File: src/rtl/rxecrc.sv
// rxecrc: receive-path Ethernet FCS checker and stripper.
module rxecrc #(
  parameter int NFCS = 8
) (
  input  logic       i_clk,
  input  logic       i_reset_n,
  input  logic       i_ce,
  input  logic       i_en,
  input  logic       i_cancel,
  input  logic       i_v,
  input  logic [3:0] i_d,
  output logic       o_v,
  output logic [3:0] o_d,
  output logic       o_err
);
  typedef enum logic [2:0] {IDLE, FILL, RUN, BYPASS, WAIT} state_t;
  localparam logic [31:0] POLY = 32'hEDB88320;
  localparam logic [31:0] RES = 32'hDEBB20E3;
  localparam logic [3:0] NF = 4'(NFCS);
  state_t state, state_n;
  logic [31:0] crc, crc_n;
  logic [4*NFCS-1:0] dl;
  logic [3:0] fill, o_d_n;
  logic o_v_n, o_err_n, start, bad, chk;
  function automatic logic [31:0] crc4(input logic [31:0] c, input logic [3:0] d);
    logic [31:0] r;
    r = c;
    for (int i = 0; i < 4; i++) r = (r >> 1) ^ ((r[0] ^ d[i]) ? POLY : 32'h0);
    return r;
  endfunction
  assign start = i_v && !i_cancel;
  assign chk = state == FILL || state == RUN;
  assign bad = (crc != RES) || (fill < NF);
  // a frame's first nibble is absorbed straight into a freshly seeded CRC
  assign crc_n = crc4(state == IDLE ? 32'hFFFFFFFF : crc, i_d);
  always_ff @(posedge i_clk) begin
    if (!i_reset_n) begin
      state <= IDLE;
      crc   <= '1;
      fill  <= '0;
      dl    <= '0;
      o_v   <= 1'b0;
      o_d   <= '0;
      o_err <= 1'b0;
    end else if (i_ce) begin
      state <= state_n;
      o_v   <= o_v_n;
      o_d   <= o_d_n;
      o_err <= o_err_n;
      if (i_v) dl <= {dl[4*NFCS-5:0], i_d};
      crc  <= state == IDLE ? (start ? crc_n : '1) : (chk && i_v) ? crc_n : crc;
      fill <= state == IDLE ? {3'b0, start} : (chk && i_v && fill != NF) ? fill + 4'd1 : fill;
    end
  end
  always_comb begin
    state_n = state;
    case (state)
      IDLE:    state_n = start ? (i_en ? FILL : BYPASS) : IDLE;
      FILL:    state_n = i_cancel ? WAIT : !i_v ? IDLE : (fill == NF - 4'd1) ? RUN : FILL;
      RUN:     state_n = i_cancel ? WAIT : i_v ? RUN : IDLE;
      BYPASS:  state_n = i_cancel ? WAIT : i_v ? BYPASS : IDLE;
      WAIT:    state_n = i_v ? WAIT : IDLE;
      default: state_n = IDLE;
    endcase
  end
  always_comb begin
    o_v_n   = 1'b0;
    o_d_n   = o_d;
    o_err_n = o_err;
    case (state)
      IDLE: begin
        o_v_n   = start && !i_en;
        o_d_n   = (start && !i_en) ? i_d : o_d;
        o_err_n = (i_v || i_cancel) ? 1'b0 : o_err;
      end
      FILL, RUN: begin
        o_v_n   = state == RUN && i_v && !i_cancel;
        o_d_n   = (state == RUN && i_v && !i_cancel) ? dl[4*NFCS-1 -: 4] : o_d;
        o_err_n = i_cancel ? 1'b0 : !i_v ? bad : o_err;
      end
      BYPASS: begin
        o_v_n   = i_v && !i_cancel;
        o_d_n   = i_d;
        o_err_n = 1'b0;
      end
      default: o_err_n = 1'b0;
    endcase
  end
endmodule

File: config.mk
export PLATFORM = sky130hd
export DESIGN_NAME = rxecrc
export DESIGN_NICKNAME = d
export VERILOG_FILES = /design/src/rtl/rxecrc.sv
export SDC_FILE = /design/constraint.sdc
export NUM_CORES = 1
export LEC_CHECK = 0
export ABC_AREA = 1
export CAP_MARGIN = 20
export CORE_MARGIN = 2
export CORE_UTILIZATION = 35
export CTS_CLUSTER_DIAMETER = 60
export CTS_CLUSTER_SIZE = 14
export DETAILED_ROUTE_END_ITERATION = 10
export PLACE_DENSITY = 0.61
export SYNTH_ARGS = -nofsm -noshare
export SYNTH_HDL_FRONTEND = slang
export SYNTH_SLANG_ARGS = --single-unit
File: constraint.sdc
create_clock -name i_clk -period 2.04 [get_ports i_clk]
set_input_delay 0.612 -clock i_clk [delete_from_list [all_inputs] [get_ports i_clk]]
set_output_delay 0.612 -clock i_clk [all_outputs]
set_load 0.05 [all_outputs]
==> results_dict.tcl, run 1 <==
set metrics [dict create \
    clk_root_buffer_cell "clkbuf_16" \
    setup.worst_path.start_class "flop" \
    cp.arrival_ns 2.08 \
    synth.net_count 579 \
    gp_routability_congestion 0.870 \
    synth-seq-area-share 0.391 \
    gr-usage-met1 0.226 \
    fp.coreArea_um2 10900 \
    vias_in_the_first_global_route 3551 \
    avgViaCountPerCell 5.03 \
    synthCells 567 \
    finalSetupViolations 0 \
    dpl.hpwl_um 6690 \
    power.leakage_uw 0.00210 \
    crit_path_frequent_cell "nand2_1" \
    final_area_um2 4720 \
    synth_area_leaders "dfxtp_1, nand2_1, nor2_1" \
    clk-insertion-delay-late_ns 0.34 \
    synth.ff_latch_count 77 \
    cp_max_fo 18 \
    postPlaceCellArea_um2 4390 \
    final_layout_size_suffix_gt1_frac 0.146 \
    worst_hold_path_type "flop to flop" \
    setup-tns-final_ns 0 \
    via_count 3760 \
    internal_power_uw 2740 \
    maxCapViolCount 0 \
    most-common-layout-cells "nand2_1, nor2_1, dfxtp_1" \
    detailedRoute.firstIterationViolations 253 \
    crit_path_largest_cell_delay_ns 0.37 \
    critical-path-slowest-cell "dfxtp_1" \
    grt_remaining_overflow 0 \
    path_class "flop to flop" \
    synthDominantAreaCellType "dfxtp_1" \
    std_cell_rows 38 \
    synth.cell_area_um2 3940 \
    number_of_sinks_driven_by_the_clock_tree 77 \
    wire_length_of_the_first_global_routing_pass_um 16500 \
    timing.slew.headroom 0.754 \
    die_x_um 110 \
    clock-skew-final_ns 0.00711 \
    cts_hold_buf 0 \
    yosys_warnings 0 \
    cts_tree "done" \
    finalWirelength_um 9740 \
    nFillCells 1152 \
    p_seq_frac 0.423 \
    grt_setup_unrepaired "no" \
    power_switching_share 0.308 \
    die-area_um2 12100 \
    antenna_found_initial 0 \
    period_needed_ns 1.86 \
    timing.critical_path.cells "nor2_4, nand2_8, inv_4, nand2_1, nand2_2, clkinvlp_4, buf_4, nand2_1, nand3_1" \
    grt.busiest_layer "met2" \
    clock_power_share 0.401 \
    power.net_switching_uw 1220 \
    detail_route.wl_per_cell_um 13.0 \
    met3_usage 0.0335 \
    syn2layout_area_growth_pct 19.8 \
    final_common_cell "nand2_1" \
    multi_input_comb_area_um2 2030 \
    grt_start_max_net_pins 72 \
    power_density_nw_per_um2 838 \
    nNetsFinal 615 \
    die_h_um 110 \
    clockBufferDepth 2 \
    first_pass_iters 4 \
    final.hold.worst_slack_ns 0.474 \
    start_util 0.360 \
    tightest_slew_ns 0.366 \
    grt_use_met2 0.284 \
    cp.required_ns 2.26 \
    num_antenna_cells 0 \
    post_synthesis_mean_instance_area_um2 6.95 \
    cts.clk_slew.worst_paths_ns 0.07 \
    ir_worst_vdd_v 0.000540 \
    track_usage 0.175 \
    synth_cell_types 39 \
    timing.critical_path.to_type "flop" \
    cts_made_buffers 9 \
    postRouteAntennaNets 0 \
    final_hold_viol_count 0 \
    design.portCount 16 \
    comb_power_share 0.176 \
    finalCritPeriodShare 0.911 \
    ctsHtreeMaxLevel 3 \
    sequential_cell_area_um2 1540 \
    buffer_ports.inserted 15 \
    maxSlewViolCount 0 \
    route.detailed.drc 0 \
    synth_largest_type_area_fraction 0.391 \
    run_status "complete, no violations" \
    fmaxAchievable_mhz 538 \
]
[power by group through the flow]
stage / clock network [µW] / logic, µW / registers, µW
CTS: 1620 / 683 / 1670
global route: 1690 / 783 / 1690
floorplan: 0 / 463 / 1720
detailed placement: 0 / 679 / 1710
finish: 1590 / 698 / 1670
global placement: 0 / 668 / 1710
[worst max-delay path, delay by kind of cell, from the launching register on]
family                 cells  cell delay, ns
buffers and inverters      3            0.62
flip-flops                 1            0.37
AND/OR/NAND/NOR            6            0.74
[stage by stage]
step                       util  setup WS [ns]  cells  power (µW)
after floorplan               -          0.424    567        2180
after global placement    0.401         -0.258    730        2370
after detailed placement  0.401         -0.269    730        2390
after CTS                 0.428         0.0197    746        3980
after global routing      0.432         0.0250    748        4160
final                     0.432          0.181    748        3960
[Yosys cell counts, drive strengths merged]
cell and instances:
nand2 135, nor2 85, dfxtp 77, o21ai 55, inv 54, nand3 51
o211ai 24, buf 17, clkbuf 12, a21oi 10, nand4 6, o22ai 6
xor2 6, nor3 5, or2 5, a31oi 4, nor3b 3, o21bai 3
a211oi 2, ha 2, nor4 2, nand3b 1, o211a 1, o311ai 1
[registers in the layout, summed over array words and instances, names as in the netlist]
name and flops:
crc 32, dl 32, fill 4, o_d 4
o_err 1, o_v 1, state 3
[logic make-up (layout without fill, tap and decap cells)]
group,count (synthesis),after routing,synth area share
AO/OA/AOI/OAI,106,106,0.159
XOR/XNOR,6,6,0.0133
adder cells (fa/ha/maj),2,2,0.00635
buffers and inverters,83,124,0.0959
flip-flops,77,77,0.391
AND/OR/NAND/NOR,293,293,0.334
[layer usage]
metal | up-vias | wire, µm
met5 | - | 0
met4 | 0 | 186
met3 | 14 | 379
met2 | 68 | 4570
met1 | 1740 | 4610
li1 | 1938 | -
[layout make-up]
class / count / share of cell area
repair buffers: 54 / 0.101
flip-flops and latches: 77 / 0.326
inverters: 54 / 0.0442
well taps: 140 / 0.0371
multi-input cells: 407 / 0.430
clock inverters: 7 / 0.0143
clock buffers: 9 / 0.0477
[worst paths after layout]
kind              endpoint     start  cells past startpoint  slack (ns)
setup / recovery   crc[15]  state[0]                      9        0.18
hold / removal      dl[27]    dl[27]                      2        0.47
setup reg to reg   crc[15]  state[0]                      9        0.18
hold reg to reg     dl[27]    dl[27]                      2        0.47
[what timing repair did]
action | 4_1_cts | 5_1_grt
endpoints found under the setup margin | 0 | 21
buffers inserted | 0 | 2
resized for setup | 0 | 6
Power figures use the tool's default switching activity.
==> inputs of run 2 (changes only) <==
- SETUP_SLACK_MARGIN: unset -> 0.05
==> results_dict.tcl, run 2 (synthesized netlist as in run 1, its figures left out) <==
set metrics [dict create \
    run_status "complete, no violations" \
    p_seq_frac 0.423 \
    crit_path_frequent_cell "nand2_1" \
    postPlaceCellArea_um2 4390 \
    ir_worst_vdd_v 0.000540 \
    avgViaCountPerCell 5.08 \
    reg.largest.list "crc (32), dl (32)" \
    timing.reg2reg.setup_slack_ns 0.23 \
    timing.slew.headroom 0.749 \
    route.detailed.drc 0 \
    design.portCount 16 \
    hold_depth 2 \
    whs_endpoint "dl[27]" \
    cts_made_buffers 9 \
    detailedRoute.firstIterationViolations 252 \
    std_cell_rows 38 \
    worst_hold_path_type "flop to flop" \
    power_density_nw_per_um2 838 \
    first_pass_iters 5 \
    die-area_um2 12100 \
    numPlacedInstances 730 \
    hold_sp "dl[27]" \
    maxCapViolCount 0 \
    critical_path.n_buffers_inverters 2 \
    comb_power_share 0.177 \
    final_common_cell "nand2_1" \
    power.leakage_uw 0.00210 \
    clk-insertion-delay-late_ns 0.35 \
    critical_path.reg2reg.endpoint "crc[15]" \
    finalSetupViolations 0 \
    number_of_sinks_driven_by_the_clock_tree 77 \
    timing.critical_path.max_delay_family "simple AND/OR/NAND/NOR gates" \
    timing.critical_path.cells "clkdlybuf4s50_1, nand3_1, nand2_1, inv_1, nand2_1, nand2_2, nand2_1, nand2_1, nor2_1, o21bai_1" \
    critical-path-slowest-cell "clkdlybuf4s50_1" \
    period_needed_ns 1.86 \
    worstSetupStartpoint "i_d[3]" \
    clk_root_buffer_cell "clkbuf_16" \
    fp.coreArea_um2 10900 \
    cts_hold_buf 0 \
    crit-reg2reg-launch "state[1]" \
    clock_power_share 0.401 \
    final_core_utilization 0.432 \
    worst-r2r-cell-count 9 \
    start_util 0.360 \
    power_switching_share 0.309 \
    die_x_um 110 \
    path_class "primary input to flop" \
    die_h_um 110 \
    most-common-layout-cells "nand2_1, nor2_1, dfxtp_1" \
    power.net_switching_uw 1220 \
    clockBufferDepth 2 \
    cts.clk_slew.worst_paths_ns 0.06 \
    nNetsFinal 615 \
    postRouteAntennaNets 0 \
    maxSlewViolCount 0 \
    grt_setup_unrepaired "no" \
    dpl.hpwl_um 6690 \
    cp.arrival_ns 2.09 \
    setup.worst_path.start_class "primary input" \
    final_layout_size_suffix_gt1_frac 0.146 \
    cp_max_fo 8 \
    syn2layout_area_growth_pct 19.9 \
    wire_length_of_the_first_global_routing_pass_um 16500 \
    finalWirelength_um 9740 \
    final_area_um2 4730 \
    vias_in_the_first_global_route 3551 \
    fmaxAchievable_mhz 538 \
    finalCritPeriodShare 0.911 \
    detail_route.wl_per_cell_um 13.0 \
    antenna_found_initial 0 \
    clock-skew-final_ns 0.00717 \
    gp_routability_congestion 0.870 \
    via_count 3801 \
    final_hold_viol_count 0 \
    timing.critical_path.to_type "flop" \
    track_usage 0.175 \
    buffer_ports.inserted 15 \
    cts_tree "done" \
    tightest_slew_ns 0.374 \
    final-instance-count-excl-fill 748 \
    finalPower_uw 3960 \
    ctsHtreeMaxLevel 3 \
    num_antenna_cells 0 \
    cp.required_ns 2.27 \
    crit_path_largest_cell_delay_ns 0.54 \
    grt_start_max_net_pins 72 \
    internal_power_uw 2740 \
    grt_remaining_overflow 0 \
    final.hold.worst_slack_ns 0.474 \
]
## run 2: layer usage
layer / GRT usage / vias up / wire length (µm)
met1: 0.226 / 1776 / 4560
met5: 0 / - / 0
met3: 0.0335 / 17 / 369
met2: 0.284 / 70 / 4620
met4: 0.0741 / 0 / 191
li1: - / 1938 / -
## run 2: through the flow
stage          setup TNS [ns]  setup slack, ns
2_1_floorplan               0            0.424
3_3_place_gp            -4.41           -0.258
3_5_place_dp            -5.44           -0.269
4_1_cts                     0           0.0857
5_1_grt                     0           0.0542
6_report                    0            0.181
## run 2: what timing repair did
action,in CTS,in global routing
cloned,0,0
setup buffers,0,2
endpoints found under the setup margin,2,15
gates resized for setup,1,5
## run 2: power groups by stage
stage	combinational [µW]	sequential (µW)	clock, µW
floorplan	463	1720	0
global placement	668	1710	0
detailed placement	679	1710	0
CTS	684	1670	1620
global route	783	1690	1690
finish	699	1670	1590
## run 2: worst max path at each step
stage                          to  slack (ns)  cells after the start
after global routing      crc[26]        0.05                     11
after global placement    crc[28]       -0.26                      9
final                     crc[26]        0.18                     10
after detailed placement  crc[28]       -0.27                      9
after floorplan           crc[22]        0.42                      8
after CTS                 crc[28]        0.09                      9
## run 2: worst register-to-register path, cell delays in order, from the launching register on
cell,delay [ns]
dfxtp_1,0.38
nor2_4,0.18
nand2_8,0.13
inv_6,0.16
nand2_1,0.10
nand2_2,0.17
clkinvlp_4,0.22
buf_4,0.21
nand2_1,0.05
nand3_1,0.07
## run 2: cell type report
cell class / count / area (µm²)
clock inverter: 7 / 67.6
clock buffer: 9 / 225
tap: 140 / 175
sequential: 77 / 1540
timing repair buffer: 54 / 475
multi-input combinational: 407 / 2030
fill: 1152 / 6210
inverter: 54 / 211
==> inputs of run 3 (changes only) <==
- CORE_MARGIN: 2 -> 3
==> results_dict.tcl, run 3 (synthesized netlist as in run 1, its figures left out) <==
set metrics [dict create \
    p_seq_frac 0.428 \
    grt_remaining_overflow 0 \
    path_class "primary input to flop" \
    route.detailed.drc 0 \
    maxCapViolCount 0 \
    clk_root_buffer_cell "clkbuf_16" \
    final_core_utilization 0.436 \
    cp_max_fo 8 \
    timing.critical_path.cells "clkdlybuf4s50_1, inv_1, nor2_2, buf_4, nand4_1, nand2_1, nand2_1, nor2_2, o21ai_0, a31oi_1" \
    timing.critical_path.max_delay_family "buffers and inverters" \
    cp.required_ns 2.31 \
    antenna_found_initial 0 \
    tightest_slew_ns 0.367 \
    timing.slew.headroom 0.753 \
    std_cell_rows 38 \
    grt_setup_unrepaired "yes" \
    postPlaceCellArea_um2 4440 \
    finalCritPeriodShare 0.908 \
    gp_routability_congestion 0.885 \
    ir_worst_vdd_v 0.000417 \
    cts.clk_slew.worst_paths_ns 0.07 \
    ctsHtreeMaxLevel 3 \
    comb_power_share 0.181 \
    power.leakage_uw 0.00213 \
    dpl.hpwl_um 7280 \
    via_count 3780 \
    die_x_um 112 \
    fmaxAchievable_mhz 540 \
    worst_hold_path_type "flop to flop" \
    timing.reg2reg.setup_slack_ns 0.20 \
    nFillCells 1134 \
    die-area_um2 12600 \
    number_of_sinks_driven_by_the_clock_tree 77 \
    power.net_switching_uw 1160 \
    maxSlewViolCount 0 \
    final_area_um2 4770 \
    track_usage 0.161 \
    start_util 0.360 \
    final_hold_viol_count 0 \
    power_switching_share 0.296 \
    reg.largest.list "crc (32), dl (32)" \
    setup.worst_path.start_class "primary input" \
    period_needed_ns 1.85 \
    cts_tree "done" \
    detail_route.wl_per_cell_um 13.0 \
    wire_length_of_the_first_global_routing_pass_um 16600 \
    vias_in_the_first_global_route 3534 \
    syn2layout_area_growth_pct 21.0 \
    postRouteAntennaNets 0 \
    run_status "complete, no violations" \
    finalWirelength_um 9900 \
    detailedRoute.firstIterationViolations 198 \
    clock-skew-final_ns 0.00841 \
    design.portCount 16 \
    critical-path-slowest-cell "clkdlybuf4s50_1" \
    clockBufferDepth 2 \
    final_common_cell "nand2_1" \
    final_layout_size_suffix_gt1_frac 0.165 \
    clock_power_share 0.391 \
    numPlacedInstances 741 \
    final-instance-count-excl-fill 760 \
    avgViaCountPerCell 4.97 \
    clk-insertion-delay-late_ns 0.34 \
    num_antenna_cells 0 \
    first_pass_iters 4 \
    cts_made_buffers 9 \
    finalSetupViolations 0 \
    power_density_nw_per_um2 822 \
    most-common-layout-cells "nand2_1, nor2_1, dfxtp_1" \
    cp.arrival_ns 2.12 \
    grt_start_max_net_pins 36 \
    fp.coreArea_um2 10900 \
    setup-tns-final_ns 0 \
    buffer_ports.inserted 15 \
    internal_power_uw 2760 \
    critical_path.n_buffers_inverters 3 \
    crit_path_largest_cell_delay_ns 0.48 \
    die_h_um 112 \
    nNetsFinal 628 \
    timing.critical_path.to_type "flop" \
]
[run 3: timing repair]
action / 4_1_cts / 5_1_grt
resized for setup: 0 / 6
hold buffers: 0 / 0
setup buffers: 0 / 4
setup endpoints to repair: 0 / 15
hold endpoints to repair: 0 / 0
[run 3: worst paths after layout]
| path | from | end | cells past startpoint |
|---|---|---|---|
| max | i_v | o_d[0] | 10 |
| min | o_v | o_v | 2 |
| max reg2reg | state[0] | crc[15] | 9 |
| min reg2reg | o_v | o_v | 2 |
[run 3: final cells by class]
type                    count  area, µm²  share of cell area
clock buffers              10        239              0.0501
clock inverters             5       43.8             0.00918
inverters                  54        209              0.0438
multi-input cells         407       2030               0.425
flip-flops and latches     77       1540               0.323
well taps                 140        175              0.0367
repair buffers             67        533               0.112
[run 3: stage by stage]
stage	hold WS, ns	total power, µW	setup WS, ns
after CTS	0.481	3940	0.133
after global routing	0.505	4120	0.0424
final	0.472	3920	0.187
after global placement	0.457	2390	-0.197
after floorplan	0.444	2180	0.424
after detailed placement	0.466	2410	-0.200
[run 3: worst min-delay path, cell delays in order, from the launching register on]
cell and delay [ns]:
dfxtp_1 0.31, nand2_1 0.06, a21oi_1 0.05
[run 3: power by group through the flow]
stage	Combinational, µW	Sequential, µW	Clock (µW)
CTS	697	1680	1570
detailed placement	694	1710	0
global route	797	1690	1630
finish	709	1680	1530
floorplan	463	1720	0
global placement	682	1710	0
[run 3: routing by layer]
| metal | GRT usage | routed length (µm) |
|---|---|---|
| met1 | 0.203 | 4450 |
| met2 | 0.266 | 4790 |
| met3 | 0.0426 | 523 |
| met4 | 0.0537 | 139 |
| met5 | 0 | 0 |
